--- src/rtl/drone_pkg.sv ---
// Shared definitions for the drone game round controller: state codes,
// difficulty modes, default lives per mode and counter widths.
package drone_pkg;

  localparam int unsigned ESTADO_W = 4;
  localparam int unsigned VIDAS_W  = 3;
  localparam int unsigned CONT_W   = 3;

  typedef enum logic [ESTADO_W-1:0] {
    INICIAL  = 4'd0,
    PREPARA  = 4'd1,
    ESPERA   = 4'd2,
    DESLOCA  = 4'd3,
    CHECA    = 4'd4,
    ATUALIZA = 4'd5,
    VENCEU   = 4'd6,
    PERDEU   = 4'd7
  } estado_t;

  typedef logic [1:0] modo_t;

  localparam modo_t MODO_FACIL   = 2'b00;
  localparam modo_t MODO_MEDIO   = 2'b01;
  localparam modo_t MODO_DIFICIL = 2'b10;

  localparam int unsigned VIDAS_FACIL_DEF   = 5;
  localparam int unsigned VIDAS_MEDIO_DEF   = 3;
  localparam int unsigned VIDAS_DIFICIL_DEF = 1;

  localparam logic [CONT_W-1:0] CONT_MAX = 3'd7;

endpackage

--- src/rtl/controlador_rodada_if.sv ---
// Player-input / datapath-strobe bundle between the round controller and its neighbours.
interface controlador_rodada_if;
  import drone_pkg::*;

  logic                iniciar;
  logic                confirma;
  modo_t               modo;
  logic                colisao;
  logic                fim_mapa;
  logic                zeraPosicoes;
  logic                desloca;
  logic                checa_colisao;
  logic                atualiza;
  logic [VIDAS_W-1:0]  vidas;
  logic [CONT_W-1:0]   colisao_counter;
  logic                venceu;
  logic                perdeu;
  logic                timeout;
  logic [ESTADO_W-1:0] db_estado;

  modport master (
    output iniciar, confirma, modo, colisao, fim_mapa,
    input  zeraPosicoes, desloca, checa_colisao, atualiza,
           vidas, colisao_counter, venceu, perdeu, timeout, db_estado
  );

  modport slave (
    input  iniciar, confirma, modo, colisao, fim_mapa,
    output zeraPosicoes, desloca, checa_colisao, atualiza,
           vidas, colisao_counter, venceu, perdeu, timeout, db_estado
  );

endinterface

--- src/rtl/contador_timeout.sv ---
// Up-counter with clear/enable; tc_o is registered and rises while the count sits at MAX-1.
module contador_timeout #(
  parameter int unsigned MAX = 5000,
  parameter int unsigned W   = $clog2(MAX)
) (
  input  logic clk,
  input  logic rst_n,
  input  logic clr_i,
  input  logic en_i,
  output logic tc_o
);

  logic [W-1:0] cnt_q, cnt_d;
  logic         tc_q;

  always_comb begin
    cnt_d = cnt_q;
    if (clr_i)     cnt_d = '0;
    else if (en_i) cnt_d = cnt_q + W'(1);
  end

  // Terminal count is looked ahead from cnt_d so it is valid in the same cycle as the count.
  always_ff @(posedge clk or negedge rst_n) begin
    if (!rst_n) begin
      cnt_q <= '0;
      tc_q  <= 1'b0;
    end else begin
      cnt_q <= cnt_d;
      tc_q  <= (cnt_d == W'(MAX - 1));
    end
  end

  assign tc_o = tc_q;

endmodule

--- src/rtl/controlador_rodada.sv ---
// Round sequencer: turns player confirmations into datapath strobes, tracks lives,
// collisions and the per-move inactivity timeout, and declares win/loss.
module controlador_rodada
  import drone_pkg::*;
#(
  parameter int unsigned TIMEOUT_CICLOS = 5000,
  parameter int unsigned VIDAS_FACIL    = VIDAS_FACIL_DEF,
  parameter int unsigned VIDAS_MEDIO    = VIDAS_MEDIO_DEF,
  parameter int unsigned VIDAS_DIFICIL  = VIDAS_DIFICIL_DEF
) (
  input  logic                 clock,
  input  logic                 reset,
  controlador_rodada_if.slave  bus
);

  estado_t             state_q, state_d;
  logic [VIDAS_W-1:0]  vidas_q, vidas_d, vidas_modo;
  logic [CONT_W-1:0]   cont_q, cont_d;
  logic                to_flag_q, to_flag_d;
  logic                zera_q, desloca_q, checa_q, atualiza_q;
  logic                venceu_q, perdeu_q, timeout_q;
  logic                timer_clr, timer_en, timer_tc;

  always_comb begin
    case (bus.modo)
      MODO_FACIL: vidas_modo = VIDAS_W'(VIDAS_FACIL);
      MODO_MEDIO: vidas_modo = VIDAS_W'(VIDAS_MEDIO);
      default:    vidas_modo = VIDAS_W'(VIDAS_DIFICIL);
    endcase
  end

  always_comb begin
    state_d   = state_q;
    vidas_d   = vidas_q;
    cont_d    = cont_q;
    to_flag_d = to_flag_q;
    case (state_q)
      INICIAL: if (bus.iniciar) state_d = PREPARA;
      PREPARA: begin
        vidas_d   = vidas_modo;
        cont_d    = '0;
        to_flag_d = 1'b0;
        state_d   = ESPERA;
      end
      ESPERA: begin
        if (bus.confirma) begin
          state_d = DESLOCA;
        end else if (timer_tc) begin
          state_d   = PERDEU;
          to_flag_d = 1'b1;
        end
      end
      DESLOCA: state_d = CHECA;
      CHECA: begin
        if (bus.colisao) begin
          cont_d = (cont_q == CONT_MAX) ? cont_q : cont_q + CONT_W'(1);
          if (vidas_q <= VIDAS_W'(1)) begin
            vidas_d   = '0;
            to_flag_d = 1'b0;
            state_d   = PERDEU;
          end else begin
            vidas_d = vidas_q - VIDAS_W'(1);
            state_d = ATUALIZA;
          end
        end else if (bus.fim_mapa) begin
          state_d = VENCEU;
        end else begin
          state_d = ATUALIZA;
        end
      end
      ATUALIZA:        state_d = ESPERA;
      VENCEU, PERDEU:  if (bus.iniciar) state_d = PREPARA;
      default:         state_d = INICIAL;
    endcase
  end

  // Timer runs only across consecutive ESPERA cycles and is zero everywhere else.
  assign timer_en  = (state_q == ESPERA);
  assign timer_clr = (state_q != ESPERA) || (state_d != ESPERA);

  contador_timeout #(.MAX(TIMEOUT_CICLOS)) u_timer (
    .clk   (clock),
    .rst_n (reset),
    .clr_i (timer_clr),
    .en_i  (timer_en),
    .tc_o  (timer_tc)
  );

  // Strobes are decoded from the next state and registered alongside it.
  always_ff @(posedge clock or negedge reset) begin
    if (!reset) begin
      state_q    <= INICIAL;
      vidas_q    <= '0;
      cont_q     <= '0;
      to_flag_q  <= 1'b0;
      zera_q     <= 1'b0;
      desloca_q  <= 1'b0;
      checa_q    <= 1'b0;
      atualiza_q <= 1'b0;
      venceu_q   <= 1'b0;
      perdeu_q   <= 1'b0;
      timeout_q  <= 1'b0;
    end else begin
      state_q    <= state_d;
      vidas_q    <= vidas_d;
      cont_q     <= cont_d;
      to_flag_q  <= to_flag_d;
      zera_q     <= (state_d == PREPARA);
      desloca_q  <= (state_d == DESLOCA);
      checa_q    <= (state_d == CHECA);
      atualiza_q <= (state_d == ATUALIZA);
      venceu_q   <= (state_d == VENCEU);
      perdeu_q   <= (state_d == PERDEU);
      timeout_q  <= (state_d == PERDEU) && to_flag_d;
    end
  end

  assign bus.zeraPosicoes    = zera_q;
  assign bus.desloca         = desloca_q;
  assign bus.checa_colisao   = checa_q;
  assign bus.atualiza        = atualiza_q;
  assign bus.vidas           = vidas_q;
  assign bus.colisao_counter = cont_q;
  assign bus.venceu          = venceu_q;
  assign bus.perdeu          = perdeu_q;
  assign bus.timeout         = timeout_q;
  assign bus.db_estado       = ESTADO_W'(state_q);

endmodule

--- src/flat_wrapper.sv ---
// flat-port wrapper written by rule: the top's interface ports become plain ports
module controlador_rodada_flat import drone_pkg::*;
#(
  parameter int unsigned TIMEOUT_CICLOS = 5000,
  parameter int unsigned VIDAS_FACIL    = VIDAS_FACIL_DEF,
  parameter int unsigned VIDAS_MEDIO    = VIDAS_MEDIO_DEF,
  parameter int unsigned VIDAS_DIFICIL  = VIDAS_DIFICIL_DEF
)
  (clock, reset, bus_iniciar, bus_confirma, bus_modo, bus_colisao, bus_fim_mapa, bus_zeraPosicoes, bus_desloca, bus_checa_colisao, bus_atualiza, bus_vidas, bus_colisao_counter, bus_venceu, bus_perdeu, bus_timeout, bus_db_estado);
  controlador_rodada_if bus_i ();
  input  logic clock;
  input  logic reset;
  input wire logic [$bits(bus_i.iniciar)-1:0] bus_iniciar;
  input wire logic [$bits(bus_i.confirma)-1:0] bus_confirma;
  input wire logic [$bits(bus_i.modo)-1:0] bus_modo;
  input wire logic [$bits(bus_i.colisao)-1:0] bus_colisao;
  input wire logic [$bits(bus_i.fim_mapa)-1:0] bus_fim_mapa;
  output wire logic [$bits(bus_i.zeraPosicoes)-1:0] bus_zeraPosicoes;
  output wire logic [$bits(bus_i.desloca)-1:0] bus_desloca;
  output wire logic [$bits(bus_i.checa_colisao)-1:0] bus_checa_colisao;
  output wire logic [$bits(bus_i.atualiza)-1:0] bus_atualiza;
  output wire logic [$bits(bus_i.vidas)-1:0] bus_vidas;
  output wire logic [$bits(bus_i.colisao_counter)-1:0] bus_colisao_counter;
  output wire logic [$bits(bus_i.venceu)-1:0] bus_venceu;
  output wire logic [$bits(bus_i.perdeu)-1:0] bus_perdeu;
  output wire logic [$bits(bus_i.timeout)-1:0] bus_timeout;
  output wire logic [$bits(bus_i.db_estado)-1:0] bus_db_estado;
  assign bus_i.iniciar = bus_iniciar;
  assign bus_i.confirma = bus_confirma;
  assign bus_i.modo = bus_modo;
  assign bus_i.colisao = bus_colisao;
  assign bus_i.fim_mapa = bus_fim_mapa;
  assign bus_zeraPosicoes = bus_i.zeraPosicoes;
  assign bus_desloca = bus_i.desloca;
  assign bus_checa_colisao = bus_i.checa_colisao;
  assign bus_atualiza = bus_i.atualiza;
  assign bus_vidas = bus_i.vidas;
  assign bus_colisao_counter = bus_i.colisao_counter;
  assign bus_venceu = bus_i.venceu;
  assign bus_perdeu = bus_i.perdeu;
  assign bus_timeout = bus_i.timeout;
  assign bus_db_estado = bus_i.db_estado;
  controlador_rodada #(.TIMEOUT_CICLOS(TIMEOUT_CICLOS), .VIDAS_FACIL(VIDAS_FACIL), .VIDAS_MEDIO(VIDAS_MEDIO), .VIDAS_DIFICIL(VIDAS_DIFICIL)) u_core (.clock(clock), .reset(reset), .bus(bus_i));
endmodule
--- config.mk ---
export PLATFORM = sky130hd
export DESIGN_NAME = controlador_rodada_flat
export DESIGN_NICKNAME = d
export VERILOG_FILES = /design/src/rtl/drone_pkg.sv /design/src/rtl/controlador_rodada_if.sv /design/src/rtl/contador_timeout.sv /design/src/rtl/controlador_rodada.sv /design/src/flat_wrapper.sv
export SDC_FILE = /design/constraint.sdc
export NUM_CORES = 1
export LEC_CHECK = 0
export CAP_MARGIN = 10
export CORE_AREA = 4 4 62 58
export CTS_BUF_LIST = sky130_fd_sc_hd__clkbuf_8
export CTS_CLUSTER_DIAMETER = 60
export DETAILED_ROUTE_END_ITERATION = 8
export DIE_AREA = 0 0 66 62
export GPL_TIMING_DRIVEN = 1
export PLACE_DENSITY = 0.85
export SYNTH_ARGS = -nofsm -noshare
export SYNTH_HDL_FRONTEND = slang
export SYNTH_SLANG_ARGS = --single-unit
--- constraint.sdc ---
create_clock -name clock -period 5 [get_ports clock]
set_clock_uncertainty 0.15 [all_clocks]
set_input_delay 1 -clock clock [delete_from_list [all_inputs] [get_ports clock]]
set_output_delay 1 -clock clock [all_outputs]
set_load 0.05 [all_outputs]
==> results of run 1 <==
==> per-layer routing <==
metal | vias up | part of all wire | GRT usage
met1 | 706 | 0.44 | 0.2500
met4 | 0 | 0.012 | 0.07246
met2 | 50 | 0.49 | 0.3157
met5 | - | 0 | 0
met3 | 6 | 0.064 | 0.06475
li1 | 666 | - | -
==> cell usage after synthesis, types with 5 or more instances <==
| cell | instances | area (sq um) |
|---|---|---|
| dfrtp_1 | 32 | 800.8 |
| nor2_1 | 22 | 82.58 |
| inv_1 | 11 | 41.29 |
| nand3_1 | 9 | 45.04 |
| nand2_1 | 7 | 26.28 |
| xnor2_1 | 7 | 61.31 |
| nor3_1 | 6 | 30.03 |
| a21oi_1 | 5 | 25.02 |
| clkbuf_1 | 5 | 18.77 |
| ha_1 | 5 | 62.56 |
| o21ai_0 | 5 | 25.02 |
==> flip-flops by register name, indices dropped and copies added (netlist names) <==
signal and flops:
u_core.to_flag_q 1, u_core.bus.checa_colisao 1, u_core.bus.colisao_counter 3, u_core.bus.vidas 3
u_core.bus.timeout 1, u_core.bus.desloca 1, u_core.bus.perdeu 1, u_core.bus.db_estado 4
u_core.bus.venceu 1, u_core.u_timer.tc_o 1, u_core.bus.zeraPosicoes 1, u_core.u_timer.cnt_q 13
u_core.bus.atualiza 1
==> worst paths after layout <==
| check | slack (ns) | cells after the start | start | endpoint |
|---|---|---|---|---|
| setup reg to reg | 2.49 | 4 | u_core.bus.db_estado[1] | u_core.bus.timeout |
| hold / removal | 0.34 | 1 | u_core.u_timer.cnt_q[0] | u_core.u_timer.cnt_q[0] |
| setup / recovery | 2.14 | 1 | u_core.bus.db_estado[1] | bus_db_estado[1] |
| hold reg to reg | 0.34 | 1 | u_core.u_timer.cnt_q[0] | u_core.u_timer.cnt_q[0] |
| max in group asynchronous | 3.46 | 2 | reset | u_core.u_timer.cnt_q[1] |
| min in group asynchronous | 0.95 | 2 | reset | u_core.u_timer.cnt_q[3] |
==> cell type report <==
cell class	instances	area (sq um)	share of cell area
Timing Repair Buffer	25	247.7	0.1185
Clock buffer	7	96.34	0.04608
Multi-Input combinational cell	122	822.0	0.3932
Tap cell	42	52.55	0.02513
Inverter	11	41.29	0.01975
Clock inverter	1	30.03	0.01436
Sequential cell	32	800.8	0.3830
==> kinds of logic (layout without fill, tap and decap cells) <==
| kind of cell | Yosys count | after routing | share of synthesized area |
|---|---|---|---|
| XOR/XNOR | 9 | 9 | 0.04612 |
| AO/OA/AOI/OAI | 29 | 29 | 0.1142 |
| adder cells (fa/ha/maj) | 5 | 5 | 0.03660 |
| multiplexers | 3 | 3 | 0.01757 |
| buffers and inverters | 20 | 44 | 0.05051 |
| other | 1 | 1 | 0.002194 |
| flip-flops | 32 | 32 | 0.4685 |
| AND/OR/NAND/NOR | 75 | 75 | 0.2643 |
==> stage by stage <==
stage	power [mW]	util
2_1_floorplan	0.3675	-
3_3_place_gp	0.4057	0.6611
3_5_place_dp	0.4108	0.6611
4_1_cts	0.6814	0.7036
5_1_grt	0.7023	0.7036
6_report	0.6775	0.7036
==> power by group through the flow <==
stage	sequential [mW]	clock, mW	combinational [mW]
after detailed placement	0.288	0	0.122
final	0.284	0.271	0.123
after floorplan	0.321	0	0.0468
after global routing	0.286	0.285	0.132
after global placement	0.286	0	0.119
after CTS	0.284	0.274	0.123
==> qor.txt, run 1 <==
leakage power = 0.8517 nW
Most used DFF post-synth = dfrtp_1
minimum period implied by the final worst setup slack = 2.856 ns
Maximum Capacitance Violations = 0
maximum ir drop on the vdd rail = 0.3159 mV
global-route wire length before repair = 6.037 mm
Worst Setup Start Kind = register
Layout fillers = 212
vias post-DR = 1428
maximum number of pins on one net before global-route repair = 33
placeable core area = 2972 sq um
TNS Setup = 0 ns
placed wire-length estimate after detailed placement = 2.488 mm
reported net switching power = 0.1871 mW
Post-Place Worst Slack = 2.072 ns
antenna violations before repair = 0
# IOs = 25
maximum clock rate = 350.1 MHz
vias in the first global route = 1314
syn_nets = 187
transition time at the pin with the least slew margin = 0.5558 ns
final count of hold timing violations = 0
Critical Path Sink Type = primary output
share of cells above drive strength 1 = 0.09596
DR iter-0 viols = 81
CP Buf/Inv Count = 1
number of H-tree levels = 2
full die area = 4092 sq um
sequential-to-total area share from yosys stat = 0.4685
y dimension of the die = 62 um
number of optimization iterations in the first detailed-route pass = 4
Post-route DRC = 0
total internal power = 0.4904 mW
Max Transition Viols Final = 0
Synth Cell Area = 1709 sq um
endpoints failing setup = 0
Die Width = 66 um
Switching Fraction = 0.2762
Placed Instance Area = 1964 sq um
Top Family by Delay on Critical Path = buffers and inverters
setup repair after global routing missed its margin = false
Unique masters post-synth = 42
Synth Register Bits = 32
fin area = 2091 sq um
Clock power frac = 0.400
clock tree root buffer cell = clkbuf_8
critical path's largest stage delay = 0.88 ns
Skew-Pair Late Insertion Delay = 0.29 ns
post-route setup slack = 2.144 ns
most common library cell in the layout ignoring fill and taps = dfrtp_1
Final nets = 210
post-CTS setup buffers = 0
Async S/R FF share, synth = 1.000
number of hold buffers added after CTS = 0
worst min-delay path class = reg -> reg
number of nets still failing antenna checks after routing = 0
final instance count without filler cells = 240
largest fanout on the critical path = 12
GPL Wtd Cong = 0.8557
Vias per Instance = 5.950
power share of the sequential group = 0.419
run status = finished, final reports clean
cells resized by post-CTS repair = 0
remaining global-route overflow = 0
slowest cell on the critical path = clkdlybuf4s50_1
port buffer count = 24
combinational power share = 0.181
remaining max-slew budget at the tightest pin = 0.6278
total wire length = 3.630 mm
TritonCTS Buffers = 5
clock tree from TritonCTS = built
total inserted antenna cells = 0
number of warnings reported in the yosys synthesis log = 0
Final Cycle Share = 0.5713
post-detailed-route wirelength per cell = 15.13 um
number of enable-type register cells in the synthesized netlist = 0
worst hold slack = 0.3356 ns
Setup Crit Path Kind = reg -> out
# clock sinks = 32
starting density of the core = 0.5752
most used cells in the layout excluding fill and tap cells = dfrtp_1 (32), clkdlybuf4s50_1 (24), nor2_1 (22), inv_1 (11), nand3_1 (9)
synthesis-to-layout area growth = 22.33%
Total Routing Usage GR = 0.1958
number of cells after detailed placement = 232
number of placement rows = 19
post-synthesis average cell area = 9.823 sq um
Critical Path, Cell by Cell = clkdlybuf4s50_1
clock-pin slew on the worst setup and hold paths = 0.06 ns
Cell Pwr Density = 324.1 nW/um^2
Mapped Cells = 174
arrival time at the worst endpoint = 1.71 ns
Max clock buf depth = 2
endpoint required time on the critical path = 3.85 ns
(Power assumes the default switching activity.)
==> run 2: changes to the inputs <==
--- a/config.mk
+++ b/config.mk
@@ -6,13 +6,13 @@
 export NUM_CORES = 1
 export LEC_CHECK = 0
 export CAP_MARGIN = 10
-export CORE_AREA = 4 4 62 58
+export CORE_AREA = 4 4 64 60
 export CTS_BUF_LIST = sky130_fd_sc_hd__clkbuf_8
 export CTS_CLUSTER_DIAMETER = 60
 export DETAILED_ROUTE_END_ITERATION = 8
-export DIE_AREA = 0 0 66 62
+export DIE_AREA = 0 0 68 64
 export GPL_TIMING_DRIVEN = 1
-export PLACE_DENSITY = 0.85
+export PLACE_DENSITY = 0.8
 export SYNTH_ARGS = -nofsm -noshare
 export SYNTH_HDL_FRONTEND = slang
 export SYNTH_SLANG_ARGS = --single-unit
==> constraint.sdc (replaced) <==
create_clock -name clock -period 2.69 [get_ports clock]
set_clock_uncertainty 0.15 [all_clocks]
set_input_delay 0.538 -clock clock [delete_from_list [all_inputs] [get_ports clock]]
set_output_delay 0.538 -clock clock [all_outputs]
set_load 0.05 [all_outputs]
==> qor.txt, run 2 (synthesis gave the netlist of run 1 again) <==
run status = finished, final reports clean (unchanged)
Die Width = 68 um (was 66 um)
DR iter-0 viols = 32 (was 81)
met1 Usage GRT = 0.2626 (was 0.2500)
maximum clock rate = 409.2 MHz
post-detailed-route wirelength per cell = 15.44 um (was 15.13 um)
Skew-Pair Late Insertion Delay = 0.29 ns (about the same)
Placed Instance Area = 1989 sq um (was 1964 sq um)
transition time at the pin with the least slew margin = 0.5884 ns (was 0.5558 ns)
minimum period implied by the final worst setup slack = 2.444 ns
gr busiest metal = met2 (unchanged)
Cell Pwr Density = 594.7 nW/um^2 (was 324.1 nW/um^2)
Vias per Instance = 5.665 (was 5.950)
most used cells in the layout excluding fill and tap cells = dfrtp_1 (32), clkdlybuf4s50_1 (24), nor2_1 (22), inv_1 (11), nand3_1 (9) (unchanged)
largest fanout on the critical path = 8 (was 12)
register name with the most flops = u_core.u_timer.cnt_q (unchanged)
met2 track demand over resource = 0.2996 (was 0.3157)
placed wire-length estimate after detailed placement = 2.722 mm (was 2.488 mm)
Setup Crit Path Kind = reg -> out (unchanged)
endpoints failing setup = 0 (unchanged)
number of placement rows = 20 (was 19)
Post-route DRC = 0 (unchanged)
number of H-tree levels = 2 (unchanged)
clock tree root buffer cell = clkbuf_8 (unchanged)
Top Family by Delay on Critical Path = buffers and inverters (unchanged)
number of hold buffers added after CTS = 0 (unchanged)
placeable core area = 3253 sq um (was 2972 sq um)
remaining max-slew budget at the tightest pin = 0.6060 (was 0.6278)
# IOs = 25 (unchanged)
final count of hold timing violations = 0 (unchanged)
antenna violations before repair = 0 (unchanged)
remaining global-route overflow = 0 (unchanged)
GPL Wtd Cong = 0.8158 (was 0.8557)
total inserted antenna cells = 0 (unchanged)
Final nets = 213 (was 210)
arrival time at the worst endpoint = 1.76 ns (was 1.71 ns)
worst min-delay path class = reg -> reg (unchanged)
max FFs per register = 13 (unchanged)
global-route wire length before repair = 6.506 mm (was 6.037 mm)
vias post-DR = 1388 (was 1428)
clock-pin slew on the worst setup and hold paths = 0.06 ns (about the same)
leakage power = 0.8659 nW (was 0.8517 nW)
TritonCTS Buffers = 5 (unchanged)
worst hold slack = 0.3425 ns (was 0.3356 ns)
full die area = 4352 sq um (was 4092 sq um)
port buffer count = 24 (unchanged)
Worst Setup Start Kind = register (unchanged)
FF-to-FF setup slack = 0.33 ns (was 2.49 ns)
Total Routing Usage GR = 0.1970 (was 0.1958)
critical path's largest stage delay = 0.80 ns (was 0.88 ns)
Max Transition Viols Final = 0 (unchanged)
fraction of met3 tracks used by global routing = 0.06327 (was 0.06475)
CP Buf/Inv Count = 2 (was 1)
synthesis-to-layout area growth = 23.79% (was 22.33%)
setup repair after global routing missed its margin = false (unchanged)
Maximum Capacitance Violations = 0 (unchanged)
total wire length = 3.783 mm (was 3.630 mm)
starting density of the core = 0.5254 (was 0.5752)
# clock sinks = 32 (unchanged)
vias in the first global route = 1407 (was 1314)
slowest cell on the critical path = clkdlybuf4s50_1 (unchanged)
maximum number of pins on one net before global-route repair = 33 (unchanged)
maximum ir drop on the vdd rail = 0.4589 mV (was 0.3159 mV)
Critical Path, Cell by Cell = buf_4 -> clkdlybuf4s50_1 (was clkdlybuf4s50_1)
number of optimization iterations in the first detailed-route pass = 4 (unchanged)
post-CTS setup buffers = 0 (unchanged)
Critical Path Sink Type = primary output (unchanged)
cells resized by post-CTS repair = 0 (unchanged)
Layout Utilization = 0.6504 (was 0.7036)
y dimension of the die = 64 um (was 62 um)
fin area = 2116 sq um (was 2091 sq um)
clock tree from TritonCTS = built (unchanged)
share of cells above drive strength 1 = 0.1095 (was 0.09596)
endpoint required time on the critical path = 2.00 ns (was 3.85 ns)
Max clock buf depth = 2 (unchanged)
number of nets still failing antenna checks after routing = 0 (unchanged)
most common library cell in the layout ignoring fill and taps = dfrtp_1 (unchanged)
Final Cycle Share = 0.9084
TNS Setup = 0 ns (unchanged)
run 2: worst paths after layout:
check,from,end,cells past startpoint
setup / recovery,u_core.bus.db_estado[3],bus_db_estado[3],2
hold / removal,u_core.u_timer.cnt_q[0],u_core.u_timer.cnt_q[0],1
setup reg to reg,u_core.bus.db_estado[0],u_core.u_timer.tc_o,4
hold reg to reg,u_core.u_timer.cnt_q[0],u_core.u_timer.cnt_q[0],1
max in group asynchronous,reset,u_core.bus.atualiza,2
min in group asynchronous,reset,u_core.u_timer.cnt_q[0],2
run 2: metal layers:
| metal | wire length (um) | part of all wire |
|---|---|---|
| met1 | 1684 | 0.45 |
| met3 | 157 | 0.042 |
| met4 | 52 | 0.014 |
| met2 | 1889 | 0.50 |
| met5 | 0 | 0 |
run 2: final cells by class:
class / instances / area (sq um)
Fill cell: 266 / 1137
Multi-Input combinational cell: 122 / 822.0
Sequential cell: 32 / 800.8
Timing Repair Buffer: 28 / 270.3
Clock buffer: 7 / 96.34
Tap cell: 44 / 55.05
Inverter: 11 / 41.29
Clock inverter: 1 / 30.03
run 2: power by group:
group	leakage [nW]	switching (mW)	total, mW	internal [mW]
sequential	0.435	0.0231	0.524	0.501
clock	0.0645	0.175	0.501	0.327
combinational	0.367	0.147	0.233	0.0864
run 2: stage by stage:
stage	cells	total power [mW]	worst slack (ns)
after floorplan	174	0.6831	0.1596
final	245	1.258	0.2463
after CTS	245	1.269	0.2562
after global placement	237	0.7574	0.2867
after detailed placement	237	0.7663	0.1675
after global routing	245	1.314	0.1401
==> run 3: changes to the inputs <==
--- a/config.mk
+++ b/config.mk
@@ -8,7 +8,7 @@
 export CAP_MARGIN = 10
 export CORE_AREA = 4 4 64 60
 export CTS_BUF_LIST = sky130_fd_sc_hd__clkbuf_8
-export CTS_CLUSTER_DIAMETER = 60
+export CTS_CLUSTER_DIAMETER = 150
 export DETAILED_ROUTE_END_ITERATION = 8
 export DIE_AREA = 0 0 68 64
 export GPL_TIMING_DRIVEN = 1
==> results of run 3 <==
The final DEF is identical to that of run 2; final timing and power are the same.
